<file path="src/rtl/mem_bus_pkg.sv">
// Shared types for the two-master BRAM arbiter: FSM states, request kind
// encoding and the grant-selection helper.
package mem_bus_pkg;

  typedef enum logic [1:0] {
    ArbIdle    = 2'd0,
    ArbRdIssue = 2'd1,
    ArbRdData  = 2'd2,
    ArbWrite   = 2'd3
  } ArbState;

  localparam logic REQ_READ  = 1'b0;
  localparam logic REQ_WRITE = 1'b1;

  // Returns the master index to serve; the caller guarantees at least one pending.
  function automatic logic pick_winner(input logic p0, input logic p1,
                                       input logic last_grant, input logic fixed_prio);
    if (p0 && p1) return fixed_prio ? 1'b0 : ~last_grant;
    return p1 && !p0;
  endfunction

endpackage

</file>
<file path="src/rtl/arb_req_latch.sv">
// Per-master request capture: latches one strobe, holds it pending until the
// arbiter retires it, flags overruns and keeps the last read result.
module arb_req_latch
  import mem_bus_pkg::*;
#(
  parameter int ADDR_WIDTH = 24,
  parameter int RAM_AW     = 14
) (
  input  logic                  clk,
  input  logic                  reset,
  input  logic [ADDR_WIDTH-1:0] addr,
  input  logic [31:0]           wdata,
  input  logic [3:0]            wmask,
  input  logic                  rstrb,
  input  logic                  clear,
  input  logic                  load_rdata,
  input  logic [31:0]           ram_rdata,
  output logic                  pending,
  output logic                  is_write,
  output logic [RAM_AW-1:0]     word_addr,
  output logic [31:0]           wdata_q,
  output logic [3:0]            wmask_q,
  output logic [31:0]           rdata,
  output logic                  rbusy,
  output logic                  wbusy,
  output logic                  err_overrun
);

  logic kind;
  logic req;
  logic unused_addr;

  assign req         = rstrb | (|wmask);
  assign unused_addr = ^{addr[ADDR_WIDTH-1:RAM_AW+2], addr[1:0]};

  always_ff @(posedge clk) begin
    if (reset) begin
      pending     <= 1'b0;
      kind        <= REQ_READ;
      word_addr   <= '0;
      wdata_q     <= '0;
      wmask_q     <= '0;
      rdata       <= '0;
      err_overrun <= 1'b0;
    end else begin
      if (clear) pending <= 1'b0;
      if (req) begin
        if (pending) begin
          err_overrun <= 1'b1;
        end else begin
          pending   <= 1'b1;
          kind      <= (|wmask) ? REQ_WRITE : REQ_READ;
          word_addr <= addr[RAM_AW+1:2];
          wdata_q   <= wdata;
          wmask_q   <= wmask;
        end
        // A write strobe that also carries rstrb wins, but the read is lost.
        if (rstrb && (|wmask)) err_overrun <= 1'b1;
      end
      if (load_rdata) rdata <= ram_rdata;
    end
  end

  assign is_write = (kind == REQ_WRITE);
  assign rbusy    = pending & ~is_write;
  assign wbusy    = pending & is_write;

endmodule

</file>
<file path="src/rtl/mem_bus_arbiter.sv">
// Two-master arbiter in front of a single-port BRAM with 1-cycle registered
// read; round-robin or fixed priority between CPU (m0) and loader (m1).
//
// state      | meaning
// ArbIdle    | no access in flight; grant a pending master, writes issue here
// ArbRdIssue | read address held while the RAM samples it
// ArbRdData  | RAM data captured into the granted master's rdata
// ArbWrite   | dead cycle after a write, RAM write enables low
module mem_bus_arbiter
  import mem_bus_pkg::*;
#(
  parameter int ADDR_WIDTH = 24,
  parameter int RAM_AW     = 14,
  parameter int FIXED_PRIO = 0
) (
  input  logic                  clk,
  input  logic                  reset,
  input  logic [ADDR_WIDTH-1:0] m0_addr,
  input  logic [31:0]           m0_wdata,
  input  logic [3:0]            m0_wmask,
  input  logic                  m0_rstrb,
  output logic [31:0]           m0_rdata,
  output logic                  m0_rbusy,
  output logic                  m0_wbusy,
  input  logic [ADDR_WIDTH-1:0] m1_addr,
  input  logic [31:0]           m1_wdata,
  input  logic [3:0]            m1_wmask,
  input  logic                  m1_rstrb,
  output logic [31:0]           m1_rdata,
  output logic                  m1_rbusy,
  output logic                  m1_wbusy,
  output logic [RAM_AW-1:0]     ram_addr,
  output logic [31:0]           ram_wdata,
  output logic [3:0]            ram_wmask,
  input  logic [31:0]           ram_rdata,
  output logic [1:0]            err_overrun
);

  logic [1:0]        pending, is_write, clear, load_rdata;
  logic [RAM_AW-1:0] word_addr [2];
  logic [31:0]       wdata_q   [2];
  logic [3:0]        wmask_q   [2];

  ArbState           state, state_nxt;
  logic              last_grant, gnt_q, sel, grant;
  logic [RAM_AW-1:0] addr_q;

  arb_req_latch #(.ADDR_WIDTH(ADDR_WIDTH), .RAM_AW(RAM_AW)) u_req0 (
    .clk(clk), .reset(reset),
    .addr(m0_addr), .wdata(m0_wdata), .wmask(m0_wmask), .rstrb(m0_rstrb),
    .clear(clear[0]), .load_rdata(load_rdata[0]), .ram_rdata(ram_rdata),
    .pending(pending[0]), .is_write(is_write[0]), .word_addr(word_addr[0]),
    .wdata_q(wdata_q[0]), .wmask_q(wmask_q[0]), .rdata(m0_rdata),
    .rbusy(m0_rbusy), .wbusy(m0_wbusy), .err_overrun(err_overrun[0])
  );

  arb_req_latch #(.ADDR_WIDTH(ADDR_WIDTH), .RAM_AW(RAM_AW)) u_req1 (
    .clk(clk), .reset(reset),
    .addr(m1_addr), .wdata(m1_wdata), .wmask(m1_wmask), .rstrb(m1_rstrb),
    .clear(clear[1]), .load_rdata(load_rdata[1]), .ram_rdata(ram_rdata),
    .pending(pending[1]), .is_write(is_write[1]), .word_addr(word_addr[1]),
    .wdata_q(wdata_q[1]), .wmask_q(wmask_q[1]), .rdata(m1_rdata),
    .rbusy(m1_rbusy), .wbusy(m1_wbusy), .err_overrun(err_overrun[1])
  );

  always_ff @(posedge clk) begin
    if (reset) begin
      state      <= ArbIdle;
      last_grant <= 1'b1;
      gnt_q      <= 1'b0;
      addr_q     <= '0;
    end else begin
      state <= state_nxt;
      if (grant) begin
        last_grant <= sel;
        gnt_q      <= sel;
        addr_q     <= ram_addr;
      end
    end
  end

  // Reset gates the grant so a latched write can never reach the RAM in the reset cycle.
  always_comb begin
    state_nxt  = state;
    clear      = '0;
    load_rdata = '0;
    ram_wmask  = '0;
    grant      = 1'b0;
    sel        = gnt_q;
    ram_addr   = addr_q;
    case (state)
      ArbIdle: begin
        if (!reset && (|pending)) begin
          grant    = 1'b1;
          sel      = pick_winner(pending[0], pending[1], last_grant, FIXED_PRIO != 0);
          ram_addr = word_addr[sel];
          if (is_write[sel]) begin
            ram_wmask  = wmask_q[sel];
            clear[sel] = 1'b1;
            state_nxt  = ArbWrite;
          end else begin
            state_nxt = ArbRdIssue;
          end
        end
      end
      ArbRdIssue: state_nxt = ArbRdData;
      ArbRdData: begin
        load_rdata[gnt_q] = 1'b1;
        clear[gnt_q]      = 1'b1;
        state_nxt         = ArbIdle;
      end
      ArbWrite: state_nxt = ArbIdle;
      default:  state_nxt = ArbIdle;
    endcase
  end

  assign ram_wdata = wdata_q[sel];

endmodule

</file>
<file path="config.mk">
export PLATFORM = sky130hd
export DESIGN_NAME = mem_bus_arbiter
export DESIGN_NICKNAME = d
export VERILOG_FILES = /design/src/rtl/mem_bus_pkg.sv /design/src/rtl/arb_req_latch.sv /design/src/rtl/mem_bus_arbiter.sv
export SDC_FILE = /design/constraint.sdc
export NUM_CORES = 1
export LEC_CHECK = 0
export CORE_UTILIZATION = 47
export CTS_CLUSTER_SIZE = 14
export DETAILED_ROUTE_END_ITERATION = 6
export PLACE_DENSITY = 0.83
export SLEW_MARGIN = 20
export SYNTH_ARGS = -nofsm -noshare
export SYNTH_HDL_FRONTEND = slang
export SYNTH_SLANG_ARGS = --single-unit
</file>
<file path="constraint.sdc">
create_clock -name clk -period 2 [get_ports clk]
set_input_delay 0.3 -clock clk [delete_from_list [all_inputs] [get_ports clk]]
set_output_delay 0.3 -clock clk [all_outputs]
set_load 0.005 [all_outputs]
</file>
# After elaboration in Yosys (flattened, before gate mapping)
# Cells that the tools add are included.
# op_classes
reduce_logical	20
mux	50
order_cmp	6
bitwise	13
eq_ne	4
# ops
operator	count
two-way mux 32 bit	3
two-way mux 14 bit	5
two-way mux 1 bit	27
two-way mux 4 bit	6
two-way mux 2 bit	5
AND reduction 2 bit	4
OR reduction 4 bit	2
logical AND 1 bit	7
one-hot mux 2 bit (3 select lines)	1
NOT 1 bit	5
bitwise AND 1 bit	4
== test 2 bit (second input constant)	2
greater-or-equal comparator 2 bit (second input constant)	2
< comparator 1 x 2 -> 1 bit (second input constant)	2
NOT 1 -> 2 bit	2
one-hot mux 2 bit (2 select lines)	1
nonzero test 2 bit	2
OR reduction 2 bit	2
demux 1 bit (select 1 bit)	2
== test 2 x 1 -> 1 bit (second input constant)	1
greater-or-equal comparator 1 bit (second input constant)	2
logical NOT 1 bit	2
logical NOT 2 bit	1
inequality test 2 bit (second input constant)	1
OR 1 bit	2
# word_totals
reg_bits	188
inputBits	156
wordCells	111

# Logic depth before layout (Yosys ltp)
# logic_depth
depth_word	17
depth_mapped	8
ltp_nobuf	4

# Cells and area by module
# A second synthesis with hierarchy kept.
# unflattened
cells_unflattened	1209
area_unflattened_um2	10326.2
# modules_own_cells
module	cells_each	area_each_um2	instances
arb_req_latch	467	4146.5	2
mem_bus_arbiter	275	2033.2	1

# Worst setup path before layout
# Ideal clock, no wire load.
# synth_timing
path_kind	input port to output port
from	in reset
to	out ram_wdata[14]
path_stages	6
slack_ns	0.369
t_arrival_ns	1.331
path_buffers	3
cell_sequence	buf_2 or3_4 buf_6 buf_2 o21ai_0 o211ai_1
# synth_between
elab_chain_cells	8
# synth_lines
element	line_no	text
start, declared	mem_bus_arbiter.sv:17	input logic reset,
logical NOT 1 bit	mem_bus_arbiter.sv:93	if (!reset && (|pending)) begin
logical AND 1 bit	mem_bus_arbiter.sv:93	
two-way mux 1 bit	mem_bus_arbiter.sv:93	
two-way mux 1 bit	mem_bus_arbiter.sv:91	case (state)
NOT 1 -> 2 bit (implied by the code)	mem_bus_arbiter.sv:117	assign ram_wdata = wdata_q[sel];
two-way mux 32 bit (implied by the code) (3 in a row)	mem_bus_arbiter.sv:117	
end, declared	mem_bus_arbiter.sv:33	output logic [31:0] ram_wdata,
# Every way passes these cells. The select of a mux whose other input is x is not followed.

# Final worst setup path
# layout_timing
from	reg state[1]
to	out ram_wdata[21]
# layout_between
elab_chain_cells	6
# layout_lines
element	line_no	text
start, declared	mem_bus_arbiter.sv:44	ArbState state, state_nxt;
start signal, assigned	mem_bus_arbiter.sv:68	state <= ArbIdle;
start signal, assigned	mem_bus_arbiter.sv:73	state <= state_nxt;
logical NOT 2 bit	mem_bus_arbiter.sv:91	
two-way mux 1 bit	mem_bus_arbiter.sv:91	
NOT 1 -> 2 bit (implied by the code)	mem_bus_arbiter.sv:117	
two-way mux 32 bit (implied by the code) (3 in a row)	mem_bus_arbiter.sv:117	
# Every way passes these cells. The select of a mux whose other input is x is not followed.

==> metrics list <==
- CTS H-Tree Depth: 4
- After clock tree synthesis, the clock-pin slew on the worst setup and hold paths is 0.07 ns.
* Worst Path Max Fanout: 7
* Sequential-to-total area share from yosys stat: 41.78%
- Nature of the critical path endpoint: primary output
- Leakage: 5.338 nW
* Largest voltage drop on the vdd net: ~0.64 mV
- First-pass GRT wire length: 42.65 mm
- Power density cells: approximately 770 mW/mm²
- Post-synthesis instance area: 0.009009 mm²
- After detailed routing, the number of remaining DRC violations is 0.
- CTS Buf Count: 17
- Net count after synthesis: approximately 1,200
- Cell with the largest stage delay on the worst path: sky130_fd_sc_hd__or3_4
- Cells with a size suffix above 1 make up 23.08% of the layout.
- The tightest min-delay check is of the input port to flip-flop type.
* Count of pins on the block boundary: 276
* End point of the critical path: ram_wdata[21]
- Total number of clock tree sinks: 188
* Final setup violation count: 50
* Via count of the first global-routing pass: 8,478
* RSZ-0062 raised after global routing: true
- Data on the critical path is required at its endpoint by around 1.7 ns.
- The signal on the critical path passes through or3_4, buf_12, buf_8, o211ai_1, o211ai_1, buf_2.
- At the end of routability-driven placement, the weighted congestion stood at 0.7830.
- Critical Path Stages: 6
* Share of the clock period used by the worst path: 116.5%
- Across all register-to-register paths, the minimum setup slack is 0.26 ns.
* Cell area after placement: 0.01201 mm²
- Commonest non-fill, non-tap cells in the layout: sky130_fd_sc_hd__clkdlybuf4s50_1 (201), sky130_fd_sc_hd__nand2b_1 (193), sky130_fd_sc_hd__dfxtp_1 (181), sky130_fd_sc_hd__nand2_1 (129), sky130_fd_sc_hd__mux2i_1 (92)
* Internal power component: 0.007518 W
* Worst setup path category: flip-flop to primary output
* Cell at the root of the clock tree: sky130_fd_sc_hd__clkbuf_16
- Combinational cells account for about 28% of the total power.
- Final worst slack: -0.3310 ns
- FF-to-FF End: addr_q[11]
* Maximum cell stage delay along the critical path: 0.44 ns
* Clock power share: 32.5%
- Area enclosed by the die boundary: approximately 0.020 mm²
- Library cell with the largest summed area after synthesis: sky130_fd_sc_hd__dfxtp_1
- Total Routing Usage GR: 27.31%
* Post-synthesis sequential element count: 188
- In this run the power spent charging and discharging nets is approximately 0.0031 W.
- The design draws ~0.011 W.
- CORE AREA: 0.01877 mm²
* Max Buffers Root-to-Sink: 2
- Transition time at the pin with the least slew margin: 0.8876 ns
- Final-report max-slew violation count: 0
* Upper clock frequency limit: 429.0 MHz
* Number of detailed-route iterations in the first pass: 5
- Synth-to-layout area growth: 53.18%
- For the worst-skew pair, the clock arrives at the later sink with an insertion delay of 0.43 ns.
- Yosys printed 0 warnings.
- The number of failing hold endpoints at the final stage was 0.
- TritonCTS built the clock tree.
- After routing the design area is 0.01380 mm².
* Mean instance size in the synthesized netlist: 8.815 µm²
- Max-Slew Margin vs Limit: 40.83%
* Congestion Overflow GR: 0
- Measured along the x axis, the die boundary spans 140.4 µm.
- DIE HEIGHT: 140.4 µm
- The number of antenna violations at the first check in global routing came to 2.
- Clock Skew: 0.009731 ns
- Crit path time final: 2.331 ns
- The floorplan has 50 rows.
- The count of buffers added on input and output ports is 255.
* Part of the total power dissipated in sequential elements: 40.0%
- Number of maximum-capacitance violations: 0
- Vias per Instance: 5.490
- Wire length per cell: 18.37 µm
- Result of the run: finished with violations
* CP top delay family: buffers and inverters
- In this run the critical register-to-register path is launched from u_req0.pending.
- Switching power share of the total: 28.93%
- R2r worst-path depth: 9
* Buf/Inv on CP: 3
- Worst Setup Start Kind: flip-flop
* Utilization after layout: 73.53%
* Number of library cell types mapped by synthesis: 41
- Leaving out fill and tap cells, the most frequent cell in the layout is sky130_fd_sc_hd__clkdlybuf4s50_1.
- Failing checks: setup timing
- Launch point of the worst path: state[1]
* Largest net degree at the start of global routing: between 200 and 250
* Number of instances in the synthesized netlist: 1,022
* Most repeated library cell on the critical path: sky130_fd_sc_hd__o211ai_1
* Non-filler cells in the finished layout: between 1,500 and 2,000
- Remaining antenna violation count: 0
- Ranked by total cell area, the synthesized netlist is headed by sky130_fd_sc_hd__dfxtp_1 (42%), sky130_fd_sc_hd__nand2b_1 (13%), sky130_fd_sc_hd__mux2i_1 (12%).
- For this run, the post-layout net count is 1,482.
* Sum of routed wire length over all layers: 28.92 mm
- Area fraction of the dominant cell type after synthesis: between 40% and 50%
* Initial detailed-routing violation count: 513
- After legalization and detailed placement, the total HPWL measured approximately 16 mm.
- In this run, placement finished with an instance count of 1,472.
* Vias post-DR: 8,642
- Data on the critical path arrives at its endpoint at between 2 and 2.5 ns.
* Initial Util: 48.00%
==> layer usage <==
metal | GRT usage, % | part of all wire, % | vias to the layer above
met2 | 47.32 | 49 | 366
met1 | 32.43 | 41 | 4102
met3 | 6.359 | 7.0 | 62
met5 | 0 | 0.045 | -
li1 | - | - | 4110
met4 | 11.28 | 3.0 | 2
==> final cells by class <==
class                   instances  area, µm²
clock inverters                12      137.6
multi-input cells             730       5106
clock buffers                  20      446.7
repair buffers                382       3998
flip-flops and latches        188       3780
inverters                       7      36.28
well taps                     234      292.8
fillers                      1321       4969
diodes                          1      2.502
==> what timing repair did <==
| item | CTS | global route |
|---|---|---|
| pin swaps | 88 | 37 |
| cloned | 11 | 6 |
| hold buffers | 0 | 0 |
| resized for setup | 309 | 54 |
| setup buffers | 40 | 17 |
| endpoints found under the setup margin | 53 | 52 |
==> power groups by stage <==
stage	Sequential [W]	Combinational, W	Clock, W
2_1_floorplan	0.00422	0.00116	0
3_3_place_gp	0.00425	0.00222	0
3_5_place_dp	0.00426	0.00225	0
4_1_cts	0.00421	0.00266	0.00346
5_1_grt	0.00425	0.00308	0.00362
6_report	0.00423	0.00291	0.00343
==> per-stage QoR <==
step	worst slack, ns	TNS [ns]	hold slack (ns)
floorplan	0.3691	0	0.4259
global placement	-0.1426	-2.680	0.4342
detailed placement	-0.1566	-2.950	0.4373
CTS	-0.3090	-10.22	0.05745
global route	-0.3703	-14.01	0.06719
finish	-0.3310	-10.45	0.07923
==> worst register-to-register path, stage by stage (launching register included) <==
cell and delay, ns:
sky130_fd_sc_hd__dfxtp_2 0.36, sky130_fd_sc_hd__buf_6 0.11, sky130_fd_sc_hd__a21boi_4 0.06, sky130_fd_sc_hd__buf_12 0.14, sky130_fd_sc_hd__buf_16 0.14, sky130_fd_sc_hd__mux2i_4 0.19
sky130_fd_sc_hd__buf_4 0.14, sky130_fd_sc_hd__buf_4 0.12, sky130_fd_sc_hd__buf_4 0.12, sky130_fd_sc_hd__a211oi_1 0.28
==> sequential cells by signal (all words and copies together), names as in the netlist <==
name,flops
u_req1.rdata,32
u_req0.word_addr,14
u_req0.wmask_q,4
u_req0.pending,1
u_req1.pending,1
u_req0.wdata_q,32
u_req1.err_overrun,1
state,2
u_req1.wmask_q,4
u_req1.wdata_q,32
u_req1.word_addr,14
last_grant,1
u_req1.is_write,1
u_req0.rdata,32
u_req0.is_write,1
u_req0.err_overrun,1
gnt_q,1
addr_q,14
==> worst min path at each step <==
| stage | cells past startpoint | slack [ns] | end | start |
|---|---|---|---|---|
| after global routing | 2 | 0.07 | gnt_q | reset |
| after CTS | 2 | 0.06 | gnt_q | reset |
| after global placement | 2 | 0.43 | u_req1.err_overrun | u_req1.err_overrun |
| after floorplan | 2 | 0.43 | u_req0.err_overrun | u_req0.err_overrun |
| final | 2 | 0.08 | gnt_q | reset |
| after detailed placement | 2 | 0.44 | u_req1.err_overrun | u_req1.err_overrun |
==> cell families (layout without fill, tap and decap cells) <==
| group | after synthesis | after routing | synth area share [%] |
|---|---|---|---|
| other cells | 0 | 1 | 0 |
| buf+inv | 105 | 421 | 5.986 |
| fa+ha+maj | 2 | 2 | 0.2222 |
| flops | 188 | 188 | 41.78 |
| mux | 106 | 106 | 11.78 |
| simple gates | 388 | 389 | 23.32 |
| compound gates | 233 | 233 | 16.92 |
==> cell usage after synthesis (all sizes together) <==
library cell	instances
o211ai	64
clkbuf	44
nor2	3
o21ba	2
and2	2
maj3	2
nand3	40
nand2b	193
a221oi	1
nand2	130
inv	7
a221o	1
buf	54
nor4	2
a311oi	2
nor3	2
a211oi	14
and3b	1
a21boi	2
dfxtp	188
mux2i	106
a21oi	103
or2	3
nor3b	1
or3	1
o21ai	43
nand3b	9
or3b	1
a21bo	1
No activity file was read; power rests on OpenSTA's default activity.
